### config.mk
export PLATFORM = sky130hd
export DESIGN_NAME = div_sequencer
export DESIGN_NICKNAME = d
export VERILOG_FILES = /design/src/rtl/div_sequencer.sv
export SDC_FILE = /design/constraint.sdc
export NUM_CORES = 1
export LEC_CHECK = 0
export ABC_CLOCK_PERIOD_IN_PS = 6900
export BUFFER_PORTS_ARGS = -buffer_cell sky130_fd_sc_hd__buf_2
export CORE_ASPECT_RATIO = 1.2
export CORE_MARGIN = 4
export CORE_UTILIZATION = 60
export CTS_CLUSTER_SIZE = 14
export DETAILED_ROUTE_END_ITERATION = 16
export PLACE_DENSITY = 0.83
export SLEW_MARGIN = 20
export SYNTH_ARGS = -nofsm -noshare
export SYNTH_HDL_FRONTEND = slang
export SYNTH_SLANG_ARGS = --single-unit
### constraint.sdc
create_clock -name clk -period 6.9 [get_ports clk]
set_clock_uncertainty 0.1 [all_clocks]
set_input_delay 1.035 -clock clk [delete_from_list [all_inputs] [get_ports clk]]
set_output_delay 1.035 -clock clk [all_outputs]
set_load 0.02 [all_outputs]
### src/rtl/div_sequencer.sv
// Multi-cycle integer divider: DIV/DIVU/REM/REMU using restoring radix-2
// division, one quotient bit per cycle, with fast paths for divide-by-zero
// and signed overflow.
//
// Handshake: a request is taken on a rising edge where start=1, busy=0 and
// at least one op_* bit is set; operands and op are captured on that edge
// and never looked at again. done is a one-cycle result-valid pulse with no
// back-pressure, and busy=0 during DONE so a new request can issue back to
// back.
module div_sequencer #(
  parameter int WIDTH = 32
) (
  input  logic             clk,
  input  logic             rst,
  input  logic             start,
  input  logic             op_div,
  input  logic             op_divu,
  input  logic             op_rem,
  input  logic             op_remu,
  input  logic [WIDTH-1:0] dividend,
  input  logic [WIDTH-1:0] divisor,
  output logic             busy,
  output logic             done,
  output logic [WIDTH-1:0] result,
  output logic             div_by_zero,
  output logic [1:0]       state_dbg
);

  localparam int CW = $clog2(WIDTH);

  typedef enum logic [1:0] {IDLE, CALC, FIX, DONE} state_t;

  state_t           state, state_nxt;
  // pending marks the cycle after accept, spent in IDLE choosing the path
  logic             pending;
  logic             is_signed, want_rem, sign_a, sign_b, dbz_r, ovf_r;
  logic [WIDTH-1:0] a_raw, mag_b, quo, rem;
  logic [CW-1:0]    count;

  logic             accept, acc_signed, acc_rem, dvd_neg, dvs_neg, acc_ovf;
  logic [WIDTH:0]   shifted, trial;
  logic             fits;
  logic [WIDTH-1:0] rem_nxt, quo_nxt, q_final, r_final, special;

  // Request decode with op_div > op_divu > op_rem > op_remu priority
  always_comb begin
    accept     = start & ~busy & (op_div | op_divu | op_rem | op_remu);
    acc_signed = op_div | (~op_divu & op_rem);
    acc_rem    = ~op_div & ~op_divu & (op_rem | op_remu);
    dvd_neg    = acc_signed & dividend[WIDTH-1];
    dvs_neg    = acc_signed & divisor[WIDTH-1];
    acc_ovf    = acc_signed && (dividend == {1'b1, {(WIDTH-1){1'b0}}})
                 && (divisor == {WIDTH{1'b1}});
  end

  // One restoring step, final sign fix and fast-path result
  always_comb begin
    shifted = {rem, quo[WIDTH-1]};
    trial   = shifted - {1'b0, mag_b};
    fits    = ~trial[WIDTH];
    rem_nxt = fits ? trial[WIDTH-1:0] : shifted[WIDTH-1:0];
    quo_nxt = {quo[WIDTH-2:0], fits};
    q_final = (is_signed & (sign_a ^ sign_b)) ? (~quo + 1'b1) : quo;
    r_final = (is_signed & sign_a) ? (~rem + 1'b1) : rem;
    if (dbz_r) special = want_rem ? a_raw : {WIDTH{1'b1}};
    else       special = want_rem ? {WIDTH{1'b0}} : a_raw;
  end

  // State register
  always_ff @(posedge clk or posedge rst) begin
    if (rst) state <= IDLE;
    else     state <= state_nxt;
  end

  // Next-state and status outputs
  always_comb begin
    state_nxt   = state;
    busy        = pending;
    done        = 1'b0;
    div_by_zero = 1'b0;
    case (state)
      IDLE: if (pending) state_nxt = (dbz_r | ovf_r) ? DONE : CALC;
      CALC: begin
        busy = 1'b1;
        if (count == '0) state_nxt = FIX;
      end
      FIX: begin
        busy      = 1'b1;
        state_nxt = DONE;
      end
      DONE: begin
        done        = 1'b1;
        div_by_zero = dbz_r;
        state_nxt   = IDLE;
      end
      default: state_nxt = IDLE;
    endcase
  end

  assign state_dbg = state;

  // Operand capture, iteration datapath and result register
  always_ff @(posedge clk or posedge rst) begin
    if (rst) begin
      pending   <= 1'b0;
      is_signed <= 1'b0;
      want_rem  <= 1'b0;
      sign_a    <= 1'b0;
      sign_b    <= 1'b0;
      dbz_r     <= 1'b0;
      ovf_r     <= 1'b0;
      a_raw     <= '0;
      mag_b     <= '0;
      quo       <= '0;
      rem       <= '0;
      count     <= '0;
      result    <= '0;
    end else begin
      pending <= accept;
      if (accept) begin
        is_signed <= acc_signed;
        want_rem  <= acc_rem;
        sign_a    <= dvd_neg;
        sign_b    <= dvs_neg;
        dbz_r     <= (divisor == '0);
        ovf_r     <= acc_ovf;
        a_raw     <= dividend;
        quo       <= dvd_neg ? (~dividend + 1'b1) : dividend;
        mag_b     <= dvs_neg ? (~divisor + 1'b1) : divisor;
        rem       <= '0;
        count     <= CW'(WIDTH - 1);
      end else if (state == CALC) begin
        rem   <= rem_nxt;
        quo   <= quo_nxt;
        count <= count - CW'(1);
      end
      if (state == IDLE && pending && (dbz_r | ovf_r))
        result <= special;
      else if (state == FIX)
        result <= want_rem ? r_final : q_final;
    end
  end

endmodule
==> flow_metrics.py, run 1 <==
metrics = {
    "global_routing": {
        "grt_pass1_wl_um": 53420,
        "antenna_found_initial": 1,
        "grt_pass1_vias": 10740,
        "grt_max_degree": 101,
        "grt_overflow": 0,
        "grt_usage_pct": 27.72,
    },
    "sta": {
        "finalSetupViolCount": 0,
        "finalCritPeriodShare_pct": 54.95,
        "whs_ns": 0.3717,
        "slew_headroom_pct": 33.82,
        "rsz0062_at_grt": "no",
        "fin_setup_tns_ns": 0,
        "finalHoldViolations": 0,
        "tightest_slew_ns": 0.9928,
        "fmax_ghz": 0.2637,
        "fin_crit_ns": 3.792,
        "setup_ws_ns": 3.108,
        "final-max-slew-violation-count": 0,
    },
    "layout": {
        "area.sequential_sq_mm": 0.004354,
        "fin_nets": 1688,
        "multi_input_area_sq_mm": 0.007601,
        "area_delta_synth_final_pct": 9.677,
        "final_layout_size_suffix_gt1_share_pct": 11.55,
        "num-fill-cells": 1695,
        "final_cells": 1851,
    },
    "logic_synthesis": {
        "ys_seq_area_share_pct": 34.82,
        "synthArstFlopShare_pct": 100.0,
        "yosysWarnings": 0,
        "synthTopCellsByArea": "dfrtp_1, nand2_1, o21ai_0",
        "syn_inst": 1518,
        "synth_edf_count": 0,
        "synth_common_cells": "nand2_1, o21ai_0, dfrtp_1, a21oi_1, nor2_1",
        "ys.flop_type": "dfrtp_1",
        "ys_ff_latch": 174,
        "synth_cell_types": 68,
        "syn_nets": 1634,
        "netlist.area_leader.share_pct": 34.82,
        "yosysTopAreaCell": "dfrtp_1",
        "postSynthAreaPerCell_sq_um": 8.237,
        "yosysMostFrequentCell": "nand2_1",
        "synth_area_sq_mm": 0.01250,
    },
    "clock_tree": {
        "numCtsBuffers": 17,
        "clk_path_buf_depth": 2,
        "cts_sinks": 174,
        "holdBufCountCts": 0,
        "htreeDepth": 4,
        "clockRootBuffer": "clkbuf_16",
        "cts_tree": "done",
        "cts_resized": 0,
        "clock_latency_ns": 0.44,
        "cts_setup_buffers": 0,
        "path_clk_slew_ns": 0.07,
    },
    "power": {
        "p_leak_nw": 6.125,
        "powerDensity_mw_per_mm2": 566.4,
        "irDropWorstVdd_mv": 0.2561,
    },
    "route": {
        "drt_iter0_drc": 1127,
        "drc_errors": 0,
        "vias_per_cell": 6.126,
        "first_pass_iters": 5,
        "routed_wl_um": 32840,
        "routedWlPerCell_um": 17.74,
        "ant_nets": 0,
        "vias": 11340,
    },
    "outcome": {
        "status": "completed",
    },
    "worst_setup_path": {
        "start_kind": "flop",
        "critPathSlowestCell": "buf_4",
        "critical_path_class": "reg2reg",
        "required_ns": 7.08,
        "crit_path_end_kind": "flop",
        "crit_fanout": 37,
        "cpPeakStageDelay_ns": 0.46,
        "crit_path_cell_trace": "inv_1 -> ha_1 -> fa_1 -> nor2b_1 -> o2111ai_1 -> and3_1 -> o31ai_2 -> a211oi_2 -> o21ai_2 -> xnor2_4 -> buf_4 -> mux2i_1 -> a21oi_1",
        "cp.arrival_ns": 3.97,
    },
    "hold_path": {
        "hp-class": "reg2reg",
    },
    "placement": {
        "dp_hpwl_um": 23270,
        "placed_cells": 1818,
        "gp_congestion": 0.9349,
        "port_buffers": 107,
        "pre_cts_ws_ns": 3.176,
    },
    "die": {
        "die-height_um": 166.1,
        "io-pin-count": 108,
        "coreArea_sq_mm": 0.02040,
        "fp.dieW_um": 139.8,
        "initial_core_util_pct": 61.30,
        "die_area_sq_mm": 0.02322,
        "fp-row-count": 57,
    },
    "job": {
        "drv_cap": 0,
    },
}
==> critical path, delay by kind of cell (launching register included) <==
| family | cells | cell delay, ns |
|---|---|---|
| compound gates | 5 | 1.18 |
| fa+ha+maj | 2 | 0.60 |
| flops | 1 | 0.41 |
| xor+xnor | 1 | 0.14 |
| mux | 1 | 0.26 |
| buf+inv | 2 | 0.54 |
| simple gates | 2 | 0.39 |
==> per-stage QoR <==
step | cell area [sq um] | total power, mW | utilization, %
2_1_floorplan | 12500 | 5.666 | -
3_3_place_gp | 13120 | 6.555 | 64.34
3_5_place_dp | 13120 | 6.717 | 64.34
4_1_cts | 13710 | 7.702 | 67.22
5_1_grt | 13710 | 8.390 | 67.22
6_report | 13710 | 7.767 | 67.23
==> kinds of logic after synthesis <==
group / Yosys count / synth area share [%]
simple gates: 500 / 18.56
compound gates: 422 / 19.94
flops: 174 / 34.82
xor+xnor: 148 / 10.52
buf+inv: 141 / 4.543
mux: 73 / 5.844
fa+ha+maj: 60 / 5.764
==> report_power, final <==
group	total (mW)	leakage (nW)	internal (mW)	switching, mW
combinational	4.74	3.71	1.93	2.81
sequential	2.06	2.14	1.52	0.541
clock	0.962	0.282	0.538	0.424
total	7.77	6.13	4.00	3.77
==> area by class of cell <==
cell class / instances / area share [%]
Tap cell: 265 / 2.418
Timing Repair Buffer: 117 / 4.453
Antenna cell: 1 / 0.01825
Clock buffer: 21 / 3.504
Multi-Input combinational cell: 1203 / 55.43
Clock inverter: 11 / 0.7755
Sequential cell: 174 / 31.75
Inverter: 59 / 1.651
==> registers in the layout (all words and copies together), names as in the netlist <==
signal     flops
pending        1
quo           32
rem           32
state_dbg      2
is_signed      1
ovf_r          1
result        32
dbz_r          1
sign_a         1
want_rem       1
mag_b         32
a_raw         32
count          5
sign_b         1
==> metal layers <==
| metal | up-vias | routed length, um | GRT usage [%] |
|---|---|---|---|
| li1 | 5431 | - | - |
| met1 | 5370 | 14110 | 37.13 |
| met2 | 466 | 15750 | 45.68 |
| met3 | 72 | 2149 | 3.946 |
| met4 | 0 | 822 | 10.66 |
| met5 | - | 0 | 0 |
==> path summary, 6_finish.rpt <==
path                       startpoint          to  slack (ns)  cells past startpoint
setup / recovery              quo[31]      rem[9]        3.11                     13
hold / removal             result[21]  result[21]        0.37                      2
setup reg to reg              quo[31]      rem[9]        3.11                     13
hold reg to reg            result[21]  result[21]        0.37                      2
max in group asynchronous         rst     rem[12]        4.46                      3
min in group asynchronous         rst  result[26]        0.65                      2
==> placed cells by master, fill, tap and decap left out, types with 9 or more instances in the layout <==
master / instances
a21o_1: 15
nand3_1: 10
maj3_1: 15
xnor2_1: 82
xor2_1: 65
nand2_1: 256
a211oi_1: 14
nand4_1: 13
o21ai_0: 176
nand2b_1: 14
nor4_1: 20
clkbuf_16: 17
nor3_1: 24
buf_2: 107
a21oi_1: 114
ha_1: 43
and2_1: 10
o31ai_1: 23
buf_4: 10
a31oi_1: 15
or3_1: 10
nor2b_1: 9
inv_1: 56
nor2_1: 89
mux2i_1: 73
dfrtp_1: 174
(Power assumes the default switching activity.)
==> run 2: changes to the inputs <==
Settings changed: ABC_CLOCK_PERIOD_IN_PS 6900 to 4000.
Clock period 6.9 ns to 4 ns, I/O delays scaled along.
==> flow_metrics.py, run 2 (same netlist as run 1, synthesis figures left out) <==
metrics = {
    "outcome": {
        "status": "completed",
    },
    "sta": {
        "rsz0062_at_grt": "no",
        "fin_crit_ns": 3.743,
        "final-max-slew-violation-count": 0,
        "fin_setup_tns_ns": 0,
        "slew_headroom_pct": 29.36,
        "finalCritPeriodShare_pct": 93.57,
        "finalSetupViolCount": 0,
        "setup_ws_ns": 0.2571,
        "tightest_slew_ns": 1.060,
        "fmax_ghz": 0.2672,
        "finalHoldViolations": 0,
    },
    "die": {
        "initial_core_util_pct": 61.30,
        "fp-row-count": 57,
        "die-height_um": 166.1,
        "fp.dieW_um": 139.8,
        "io-pin-count": 108,
        "die_area_sq_mm": 0.02322,
        "coreArea_sq_mm": 0.02040,
    },
    "clock_tree": {
        "clk_path_buf_depth": 2,
        "clockRootBuffer": "clkbuf_16",
        "path_clk_slew_ns": 0.08,
        "clock_latency_ns": 0.44,
        "cts_sinks": 174,
        "numCtsBuffers": 17,
        "htreeDepth": 4,
        "cts_setup_buffers": 0,
        "cts_tree": "done",
        "cts_resized": 0,
        "holdBufCountCts": 0,
    },
    "worst_setup_path": {
        "critical_path_class": "reg2reg",
        "r2r_end": "rem[11]",
        "crit_path_end_kind": "flop",
        "crit_fanout": 21,
        "cpPeakStageDelay_ns": 0.41,
        "required_ns": 4.19,
        "start_kind": "flop",
        "rrSetupSlack_ns": 0.26,
        "r2r_start": "quo[31]",
        "crit_path_cell_trace": "inv_1 -> ha_1 -> fa_1 -> nor2b_1 -> o2111ai_1 -> and3_1 -> o31ai_2 -> a211oi_2 -> o21ai_2 -> xnor2_4 -> buf_12 -> mux2i_1 -> a21oi_1",
        "r2r_cells": 13,
        "cp.arrival_ns": 3.93,
        "critPathSlowestCell": "dfrtp_1",
    },
    "layout": {
        "area.sequential_sq_mm": 0.004354,
        "area_delta_synth_final_pct": 10.44,
        "multi_input_area_sq_mm": 0.007601,
        "num-fill-cells": 1671,
        "final_layout_size_suffix_gt1_share_pct": 11.92,
        "layout_commonest_cell": "nand2_1",
        "fin_nets": 1697,
        "antenna_cells": 0,
        "final_cell_mix": "nand2_1, o21ai_0, dfrtp_1",
    },
    "placement": {
        "port_buffers": 107,
        "dp_hpwl_um": 24070,
        "gp_congestion": 0.9391,
        "pre_cts_ws_ns": 0.3720,
    },
    "route": {
        "ant_nets": 0,
        "first_pass_iters": 6,
        "routedWlPerCell_um": 18.02,
        "vias_per_cell": 6.151,
        "drt_iter0_drc": 1084,
        "drc_errors": 0,
        "routed_wl_um": 33500,
        "vias": 11430,
    },
    "global_routing": {
        "grt_pass1_vias": 10930,
        "grt_overflow": 0,
        "grt_usage_pct": 28.47,
        "antenna_found_initial": 0,
        "grt_max_degree": 121,
        "grt_pass1_wl_um": 54750,
    },
    "power": {
        "powerDensity_mw_per_mm2": 982.1,
        "p_leak_nw": 6.177,
        "irDropWorstVdd_mv": 0.4875,
    },
    "hold_path": {
        "hp-class": "in2async",
    },
    "job": {
        "drv_cap": 0,
    },
}
-- run 2: cell count changes in the layout (fill, tap and decap cells not counted), sizes merged --
cell    before  now
inv         61   64
buf        117  126
diode        1    0
clkinv       5    3
clkbuf      21   20
-- run 2: through the flow --
| step | instances | cell area, sq um | hold WS, ns | total power [mW] | util [%] |
|---|---|---|---|---|---|
| after floorplan | 1518 | 12510 | 0.3460 | 9.775 | - |
| after global placement | 1827 | 13230 | 0.3541 | 11.44 | 64.85 |
| after detailed placement | 1827 | 13230 | 0.3641 | 11.71 | 64.85 |
| after CTS | 1859 | 13810 | 0.2594 | 13.46 | 67.70 |
| after global routing | 1859 | 13810 | 0.3105 | 14.66 | 67.70 |
| final | 1859 | 13810 | 0.2398 | 13.56 | 67.70 |
-- run 2: worst max-delay path by stage --
| stage | slack (ns) | cells after the start | to | from |
|---|---|---|---|---|
| 2_1_floorplan | 0.92 | 13 | rem[2] | quo[31] |
| 3_3_place_gp | 0.46 | 13 | rem[6] | quo[31] |
| 3_5_place_dp | 0.37 | 13 | rem[11] | quo[31] |
| 4_1_cts | 0.28 | 13 | rem[11] | quo[31] |
| 5_1_grt | 0.11 | 13 | rem[11] | quo[31] |
| 6_report | 0.26 | 13 | rem[11] | quo[31] |
-- run 2: layout make-up --
cell class	instances	area share (%)
Clock buffer	20	3.307
Clock inverter	12	0.8971
Inverter	59	1.631
Multi-Input combinational cell	1203	55.05
Sequential cell	174	31.53
Tap cell	265	2.401
Timing Repair Buffer	126	5.183
-- run 2: layer usage --
layer / vias up / global-route usage (%) / part of all wire, %
li1: 5446 / - / -
met1: 5427 / 37.59 / 41
met2: 479 / 46.68 / 48
met3: 82 / 4.205 / 7.0
met4: 0 / 12.39 / 3.2
met5: - / 0 / 0
-- run 2: worst max-delay path: cells and delay by family (launching register included) --
kind | cells | cell delay (ns)
DFF | 1 | 0.41
buffers and inverters | 2 | 0.33
muxes | 1 | 0.24
and+or+nand+nor | 2 | 0.40
AOI/OAI and AO/OA | 5 | 1.18
xor gates and xnor gates | 1 | 0.32
adders and majority gates | 2 | 0.62
-- run 2: where the power goes --
part | internal (mW) | leakage (nW) | total [mW] | switching [mW]
logic | 3.41 | 3.76 | 8.38 | 4.97
registers | 2.63 | 2.14 | 3.51 | 0.884
clock network | 0.907 | 0.279 | 1.67 | 0.760
